[src/rtl/ctu_tsr_pkg.sv]
// Shared constants for the temperature-sensor readout controller:
// FSM state encodings, parameter defaults and the WAIT blanking length.
package ctu_tsr_pkg;

    localparam int unsigned TSR_DW_DEF       = 8;
    localparam int unsigned TSR_DIV_DEF      = 4;
    localparam int unsigned TSR_TIMEOUT_DEF  = 1023;
    localparam int unsigned TSR_INTERVAL_DEF = 4096;

    // Cycles at the head of WAIT during which the synchronized busy is ignored
    localparam int unsigned TSR_BLANK = 4;

    typedef logic [2:0] tsr_state_t;

    localparam tsr_state_t ST_IDLE  = 3'd0;
    localparam tsr_state_t ST_START = 3'd1;
    localparam tsr_state_t ST_WAIT  = 3'd2;
    localparam tsr_state_t ST_SHIFT = 3'd3;
    localparam tsr_state_t ST_DONE  = 3'd4;
    localparam tsr_state_t ST_ERR   = 3'd5;

endpackage

[src/rtl/ctu_tsr_sync.sv]
// Two-flop synchronizer for asynchronous sensor inputs into the jbus_clk domain.
module ctu_tsr_sync (
    input  logic clk,
    input  logic rst,
    input  logic d,
    output logic q
);

    logic meta_q, meta_d;
    logic sync_q, sync_d;

    always_comb begin
        meta_d = d;
        sync_d = meta_q;
    end

    always_ff @(posedge clk) begin
        if (rst) begin
            meta_q <= 1'b0;
            sync_q <= 1'b0;
        end else begin
            meta_q <= meta_d;
            sync_q <= sync_d;
        end
    end

    assign q = sync_q;

endmodule

[src/rtl/ctu_tsr_ctl.sv]
// Temperature-sensor readout controller: starts conversions, waits with timeout,
// shifts the serial result in on a generated clock and serves req/ack reads.
module ctu_tsr_ctl
    import ctu_tsr_pkg::*;
#(
    parameter int unsigned DW       = TSR_DW_DEF,
    parameter int unsigned DIV      = TSR_DIV_DEF,
    parameter int unsigned TIMEOUT  = TSR_TIMEOUT_DEF,
    parameter int unsigned INTERVAL = TSR_INTERVAL_DEF
) (
    input  logic          jbus_clk,
    input  logic          jbus_rst,
    output logic          tsr_start,
    input  logic          tsr_busy,
    output logic          tsr_sclk,
    input  logic          tsr_sdo,
    input  logic          auto_en,
    input  logic [DW-1:0] thresh_hi,
    input  logic [DW-1:0] thresh_lo,
    input  logic          rd_req,
    output logic          rd_ack,
    output logic [DW-1:0] rd_data,
    output logic          rd_err,
    output logic          overtemp
);

    localparam int unsigned WCW = $clog2(TIMEOUT);
    localparam int unsigned ICW = $clog2(INTERVAL);
    localparam int unsigned PCW = $clog2(DIV);
    localparam int unsigned BCW = $clog2(DW);

    tsr_state_t    state_q, state_d;
    logic [WCW-1:0] wait_cnt_q, wait_cnt_d;
    logic [ICW-1:0] int_cnt_q, int_cnt_d;
    logic [PCW-1:0] phase_q, phase_d;
    logic [BCW-1:0] bit_q, bit_d;
    logic           sclk_q, sclk_d;
    logic [DW-1:0]  shreg_q, shreg_d;
    logic [DW-1:0]  result_q, result_d;
    logic           ovt_q, ovt_d;
    logic           pend_q, pend_d;
    logic           ack_d1_q, ack_d1_d;

    logic busy_s;
    logic sdo_s;
    logic req_new;
    logic ack_c;
    logic int_hit;

    ctu_tsr_sync u_sync_busy (
        .clk (jbus_clk),
        .rst (jbus_rst),
        .d   (tsr_busy),
        .q   (busy_s)
    );

    ctu_tsr_sync u_sync_sdo (
        .clk (jbus_clk),
        .rst (jbus_rst),
        .d   (tsr_sdo),
        .q   (sdo_s)
    );

    always_comb begin
        state_d    = state_q;
        wait_cnt_d = wait_cnt_q;
        int_cnt_d  = int_cnt_q;
        phase_d    = phase_q;
        bit_d      = bit_q;
        sclk_d     = sclk_q;
        shreg_d    = shreg_q;
        result_d   = result_q;
        ovt_d      = ovt_q;

        // The sample in the cycle right after an ack is the requester's trailing level
        req_new  = rd_req & ~ack_d1_q;
        ack_c    = pend_q & ((state_q == ST_DONE) || (state_q == ST_ERR));
        pend_d   = ack_c ? 1'b0 : (pend_q | req_new);
        ack_d1_d = ack_c;
        int_hit  = auto_en && (int_cnt_q == ICW'(INTERVAL - 1));

        case (state_q)
            ST_IDLE: begin
                if (auto_en && !int_hit) begin
                    int_cnt_d = int_cnt_q + 1'b1;
                end
                if (pend_q || req_new || int_hit) begin
                    state_d = ST_START;
                end
            end
            ST_START: begin
                int_cnt_d  = '0;
                wait_cnt_d = '0;
                state_d    = ST_WAIT;
            end
            ST_WAIT: begin
                if ((wait_cnt_q >= WCW'(TSR_BLANK - 1)) && !busy_s) begin
                    phase_d = '0;
                    bit_d   = '0;
                    sclk_d  = 1'b0;
                    state_d = ST_SHIFT;
                end else if (wait_cnt_q == WCW'(TIMEOUT - 1)) begin
                    state_d = ST_ERR;
                end else begin
                    wait_cnt_d = wait_cnt_q + 1'b1;
                end
            end
            ST_SHIFT: begin
                if (phase_q == PCW'(DIV - 1)) begin
                    phase_d = '0;
                    if (!sclk_q) begin
                        sclk_d  = 1'b1;
                        shreg_d = {shreg_q[DW-2:0], sdo_s};
                    end else begin
                        sclk_d = 1'b0;
                        if (bit_q == BCW'(DW - 1)) begin
                            // Result and flag are loaded on DONE entry so they are valid alongside rd_ack
                            result_d = shreg_q;
                            if (shreg_q >= thresh_hi) begin
                                ovt_d = 1'b1;
                            end else if (shreg_q <= thresh_lo) begin
                                ovt_d = 1'b0;
                            end
                            state_d = ST_DONE;
                        end else begin
                            bit_d = bit_q + 1'b1;
                        end
                    end
                end else begin
                    phase_d = phase_q + 1'b1;
                end
            end
            ST_DONE: state_d = ST_IDLE;
            ST_ERR:  state_d = ST_IDLE;
            default: state_d = ST_IDLE;
        endcase
    end

    always_ff @(posedge jbus_clk) begin
        if (jbus_rst) begin
            state_q    <= ST_IDLE;
            wait_cnt_q <= '0;
            int_cnt_q  <= '0;
            phase_q    <= '0;
            bit_q      <= '0;
            sclk_q     <= 1'b0;
            shreg_q    <= '0;
            result_q   <= '0;
            ovt_q      <= 1'b0;
            pend_q     <= 1'b0;
            ack_d1_q   <= 1'b0;
        end else begin
            state_q    <= state_d;
            wait_cnt_q <= wait_cnt_d;
            int_cnt_q  <= int_cnt_d;
            phase_q    <= phase_d;
            bit_q      <= bit_d;
            sclk_q     <= sclk_d;
            shreg_q    <= shreg_d;
            result_q   <= result_d;
            ovt_q      <= ovt_d;
            pend_q     <= pend_d;
            ack_d1_q   <= ack_d1_d;
        end
    end

    assign tsr_start = (state_q == ST_START);
    assign tsr_sclk  = sclk_q;
    assign rd_ack    = ack_c;
    assign rd_err    = pend_q & (state_q == ST_ERR);
    assign rd_data   = result_q;
    assign overtemp  = ovt_q;

endmodule

[config.mk]
export PLATFORM = sky130hd
export DESIGN_NAME = ctu_tsr_ctl
export DESIGN_NICKNAME = d
export VERILOG_FILES = /design/src/rtl/ctu_tsr_pkg.sv /design/src/rtl/ctu_tsr_sync.sv /design/src/rtl/ctu_tsr_ctl.sv
export SDC_FILE = /design/constraint.sdc
export NUM_CORES = 1
export LEC_CHECK = 0
export BUFFER_PORTS_ARGS = -buffer_cell sky130_fd_sc_hd__clkbuf_2
export CORE_UTILIZATION = 45
export CTS_CLUSTER_DIAMETER = 100
export DETAILED_ROUTE_END_ITERATION = 16
export GPL_TIMING_DRIVEN = 0
export SYNTH_ARGS = -nofsm -noshare
export SYNTH_HDL_FRONTEND = slang
export SYNTH_SLANG_ARGS = --single-unit
[constraint.sdc]
create_clock -name jbus_clk -period 2 [get_ports jbus_clk]
set_input_delay 0.1 -clock jbus_clk [delete_from_list [all_inputs] [get_ports jbus_clk]]
set_output_delay 0.1 -clock jbus_clk [all_outputs]
set_load 0.03 [all_outputs]
After elaboration in Yosys (flattened, before gate mapping). Index checks and enable logic that the tools add are counted.

$add $sub $neg: 4. $lt $le $gt $ge: 3. Equal/unequal tests: 19. Multiplexer cells: 26. Bitwise logic cells: 6. Reduce and logical (&&, ||, !) cells: 23.

Operator list (count): two-way mux 3 bit (10); one-hot mux 12 bit (2 select lines) (1); two-way mux 10 bit (2); one-hot mux 10 bit (2 select lines) (1); != test 2 bit (second input constant) (9); AND reduction 5 bit (3); adder 12 x 1 -> 12 bit (second input constant) (1); == test 12 bit (second input constant) (1); two-way mux 12 bit (1); one-hot mux 3 bit (4 select lines) (1); adder 10 x 1 -> 10 bit (second input constant) (1); == test 10 bit (second input constant) (1); >= comparator 10 x 2 -> 1 bit (second input constant) (1); == test 3 bit (second input constant) (3); AND reduction 3 bit (3); >= comparator 8 bit (1); <= comparator 8 bit (1); nonzero test 2 bit (4); == test 3 x 2 -> 1 bit (second input constant) (2); one-hot mux 3 bit (2 select lines) (1); two-way mux 1 bit (5); two-way mux 2 bit (2); one-hot mux 2 bit (2 select lines) (1); AND reduction 2 bit (2); other kinds (15) (23).

Register bits: 54. Bits of input ports: 22. Output and inout port bits: 13. Word-level logic and storage cells: 96.

Depth between registers and ports, before layout.
Depth in word-level cells: 6. Mapped depth: 8. Depth with buffers taken out: 7.

By module. From an unflattened synthesis, not the netlist that was laid out.

Cells, all modules: 323. Area total of the unflattened synthesis: 2767.7 µm².

By module, submodules not included: ctu_tsr_ctl (instances 1, cells each 315, area an instance 2662.6 µm², sequential area each 1001.0 µm²); ctu_tsr_sync (instances 2, cells each 4, area an instance 52.6 µm², sequential area each 40.0 µm²).

Worst setup path after synthesis. Ideal clock, no wire load.

Path type: flip-flop to flip-flop. Start: register wait_cnt_q[0]. End: register wait_cnt_q[1]. Library setup time: 0.128 ns. Arrival time: 1.627 ns. Data required time: 1.872 ns. Path slack: 0.246 ns. Stages on the path, launching flop included: 9. Path buffers: 1. Clock period less this slack: 1.754 ns. Cell sequence: dfxtp_1 > inv_1 > ha_1 > and4_1 > and3_1 > buf_6 > o31ai_1 > mux2i_1 > nor2_1.

Word-level cells in the longest chain between the ends: 4. Elaborated cells on any way between the ends: 10. Classes of those cells: 1 x add/sub; 1 x order compare; 3 x eq/ne; 3 x mux; 2 x reduce/logical.

RTL lines: from (decl) (RTL line ctu_tsr_ctl.sv:33) `logic [WCW-1:0] wait_cnt_q, wait_cnt_d;`; from (signal assigned) (RTL line ctu_tsr_ctl.sv:154) `wait_cnt_q <= wait_cnt_d;`; adder 10 x 1 -> 10 bit or >= comparator 10 x 2 -> 1 bit (tied branches) (RTL line ctu_tsr_ctl.sv:105, ctu_tsr_ctl.sv:97); two-way mux 10 bit or logical AND 1 bit (tied branches) (RTL line ctu_tsr_ctl.sv:102, ctu_tsr_ctl.sv:97); two-way mux 10 bit or != test 2 bit (tied branches); one-hot mux 10 bit (2 select lines) or AND reduction 3 bit (tied branches).

Parallel ways exist; a longest one is shown, timed or not. The select of a mux whose other input is x is not followed. A chain may end at the register's enable or synchronous reset.

Final worst setup path.
Start: register wait_cnt_q[0]. End: register bit_q[0].

Word-level cells in the longest chain between the ends: 4.

RTL lines: >= comparator 10 x 2 -> 1 bit (RTL line ctu_tsr_ctl.sv:97) `if ((wait_cnt_q >= WCW'(TSR_BLANK - 1)) && !busy_s) begin`; logical AND 1 bit (RTL line ctu_tsr_ctl.sv:97); != test 2 bit (no source line); AND reduction 5 bit (no source line); to (signal assigned) (RTL line ctu_tsr_ctl.sv:157) `bit_q <= bit_d;`; to (decl) (RTL line ctu_tsr_ctl.sv:36) `logic [BCW-1:0] bit_q, bit_d;`.

No other way between the ends.

==> results.md <==
* Outcome: completed
* Relative slew slack at 64.2%
* Post-layout net count at 417
* Clock Root Buffer: clkbuf_8
* Die area at roughly 0.0065 sq mm
* Buffers on Ports at 33
* Num ports at 35
* Count of final setup violators at 0
* CP endpoint kind: register
* Yosys top cell by area: dfxtp_1
* Final Cycle Share at 96.2%
* Clock slew at reported path FFs at 100 ps
* Drt wl/cell at 13.2 um
* Remaining DRCs at 0
* Worst path arrival time at 2170 ps
* Antenna viol nets, final at 0
* Die X at just over 80 um
* Final Hold Fails at 0
* Setup crit end: bit_q[0]$_SDFFE_PP0P_
* Max-cap violations at 0
* Placer Congestion at 0.777
* Clk buf depth at 2
* Fraction of layout cells with a size suffix above 1 at 16.8%
* Reg2reg path depth at 6
* Starting Density at 47.0%
* Reg2reg setup slack at about 76 ps
* Number of global-route vias before repair at 2098
* Core Area at a little under 0.006 sq mm
* Mapped Cells at 331
* Seq/Total Area, Yosys at 38.6%
* Yosys top cell area share at between 30% and 40%
* Syn avg cell area at 8.46 sq um
* Antenna cells at 0
* Crit path from: wait_cnt_q[0]$_SDFFE_PP0P_
* Worst flop-to-flop path startpoint: wait_cnt_q[0]$_SDFFE_PP0P_
* Total grt overflow at 0
* Peak VDD IR at between 0.0004 and 0.0005 V
* DRT Wirelength at ~6000 um
* Clock Skews at 7.06 ps
* Final TNS setup at 0 ps
* Most used DFF post-synth: dfxtp_1
* Synth area leaders: dfxtp_1, ha_1, xnor2_1
* Fmax at a little over 0.5 GHz
* Final count of pins violating max slew at 0
* Finished Layout Cells at approximately 450
* Synth warn at 0
* Largest net degree at the start of global routing at 16
* Synthesized area at 0.00280 sq mm
* CTS tree: yes
* Hold/Removal Path Class: input port to register
* Clock Latency Late Sink at 310 ps
* Initial antenna violation count at 0
* Area Overhead vs Synth at 14.4%
* Seq cells post-synth at 54
* Rows at 28
* Tightest Pin Transition at 538 ps
* PD cells at 704 mW/mm^2
* Fin Hold WS at 19.3 ps
* Via count at 2379
* Number of fillers in the final layout at 577
* WP data required at 2240 ps
* Pleak at 1.28 nW
* Vias per cell at 5.30
* Post-Place Cells at 439
* Total GRT Usage at 19.6%
* DRT iter0 DRCs at 81
* CP Max Fanout at 6
* DP HPWL at 4200 um
* Clock tree sinks at 54
* Post-synth EDFFs at 0
* Yosys cell types at 46
* FF-to-FF End: bit_q[0]$_SDFFE_PP0P_
* Num CTS Buffers at 5
* Syn Nets at between 300 and 400
* RSZ-0062 raised after global routing: yes
* Util after Layout at 53.8%
* Tmin final at 1920 ps
* CP Launch Type: register
* Die H at 80.9 um
* WS Path Type: register to register
* Ys async rst share at 0%
* DRT Pass-1 Iters at 4
* First-pass GRT wire length at 9890 um
* Htree depth at 2
* Overall power at 2.26 mW
## per-layer routing
| layer | wire, um | vias to the layer above | track usage [%] |
|---|---|---|---|
| met4 | 57 | 0 | 4.29 |
| met3 | 161 | 7 | 4.16 |
| li1 | - | 1245 | - |
| met2 | 2500 | 31 | 29.2 |
| met1 | 3190 | 1096 | 28.5 |
| met5 | 0 | - | 0 |
## cells in the final DEF, fill, tap and decap left out, types with 9 or more instances in the layout
cell type,instances
nand3_1,11
inv_1,21
o21ai_0,10
nor2_1,29
a21oi_1,28
ha_1,22
clkbuf_1,9
nand4_1,9
nand2_1,38
dfxtp_1,52
clkbuf_2,34
xnor2_1,18
## cell families after synthesis
| logic type | after synthesis | share of synthesized area, % |
|---|---|---|
| and+or+nand+nor | 143 | 27.7 |
| buffers and inverters | 35 | 5.58 |
| muxes | 4 | 1.43 |
| adders and majority gates | 22 | 9.83 |
| AOI/OAI and AO/OA | 55 | 11.2 |
| DFF | 54 | 38.6 |
| xor gates and xnor gates | 18 | 5.63 |
## worst min path at each step
stage                     cells after the start      from                       endpoint
after floorplan                               1  tsr_busy  u_sync_busy.meta_q$_SDFF_PP0_
after global placement                        2   tsr_sdo   u_sync_sdo.meta_q$_SDFF_PP0_
after detailed placement                      2   tsr_sdo   u_sync_sdo.meta_q$_SDFF_PP0_
after CTS                                     2  tsr_busy  u_sync_busy.meta_q$_SDFF_PP0_
after global routing                          2  tsr_busy  u_sync_busy.meta_q$_SDFF_PP0_
final                                         2  tsr_busy  u_sync_busy.meta_q$_SDFF_PP0_
## state kept, by name (all words and copies together), names as in the netlist, 2 cells and up
| signal | flops |
|---|---|
| int_cnt_q | 12 |
| wait_cnt_q | 10 |
| rd_data | 8 |
| shreg_q | 8 |
| bit_q | 3 |
| state_q | 3 |
| phase_q | 2 |
## worst max-delay path, stage by stage, from the launching register on
cell and delay (ps):
dfxtp_2 380, ha_1 220, nor2_1 80, a311oi_1 440
o21ai_1 240, or3_1 360, a21oi_1 150
## cell usage after synthesis, types with 3 or more instances
master,count
nor3_1,9
nand4_1,9
dfxtp_1,54
nand2_1,38
ha_1,22
clkbuf_1,9
mux2i_1,4
xnor2_1,18
buf_6,3
inv_1,21
nor2b_1,8
and4_1,5
a21oi_1,28
nor4_1,8
nand3_1,11
nor2_1,30
o21ai_1,3
nor4_2,4
and2_1,3
o21ai_0,10
## power by group
part	internal, mW	switching (mW)
clock	0.281	0.357
sequential	1.12	0.0464
combinational	0.171	0.280
## area by class of cell
cell class / instances / area [sq um] / area share [%]
clock buffer: 7 / 86.3 / 2.69
multi-input combinational: 242 / 1600 / 49.8
clock inverter: 1 / 5.00 / 0.156
inverter: 21 / 78.8 / 2.46
tap: 75 / 93.8 / 2.93
timing repair buffer: 35 / 183 / 5.70
sequential: 54 / 1080 / 33.8
buffer: 14 / 78.8 / 2.46
## timing repair
action / CTS / global route
cloned: 0 / 0
hold endpoints to repair: 1 / 0
setup endpoints to repair: 1 / 24
resized for setup: 0 / 10
setup buffers: 1 / 0
hold buffers: 1 / 0
pin swaps: 1 / 0
## through the flow
stage | area (sq um) | setup slack [ps]
after floorplan | 2800 | 246
after global placement | 3060 | -55.7
after detailed placement | 3060 | -27.8
after CTS | 3170 | 52.9
after global routing | 3200 | -46.0
final | 3200 | 75.8
No activity file was read; power rests on OpenSTA's default activity.
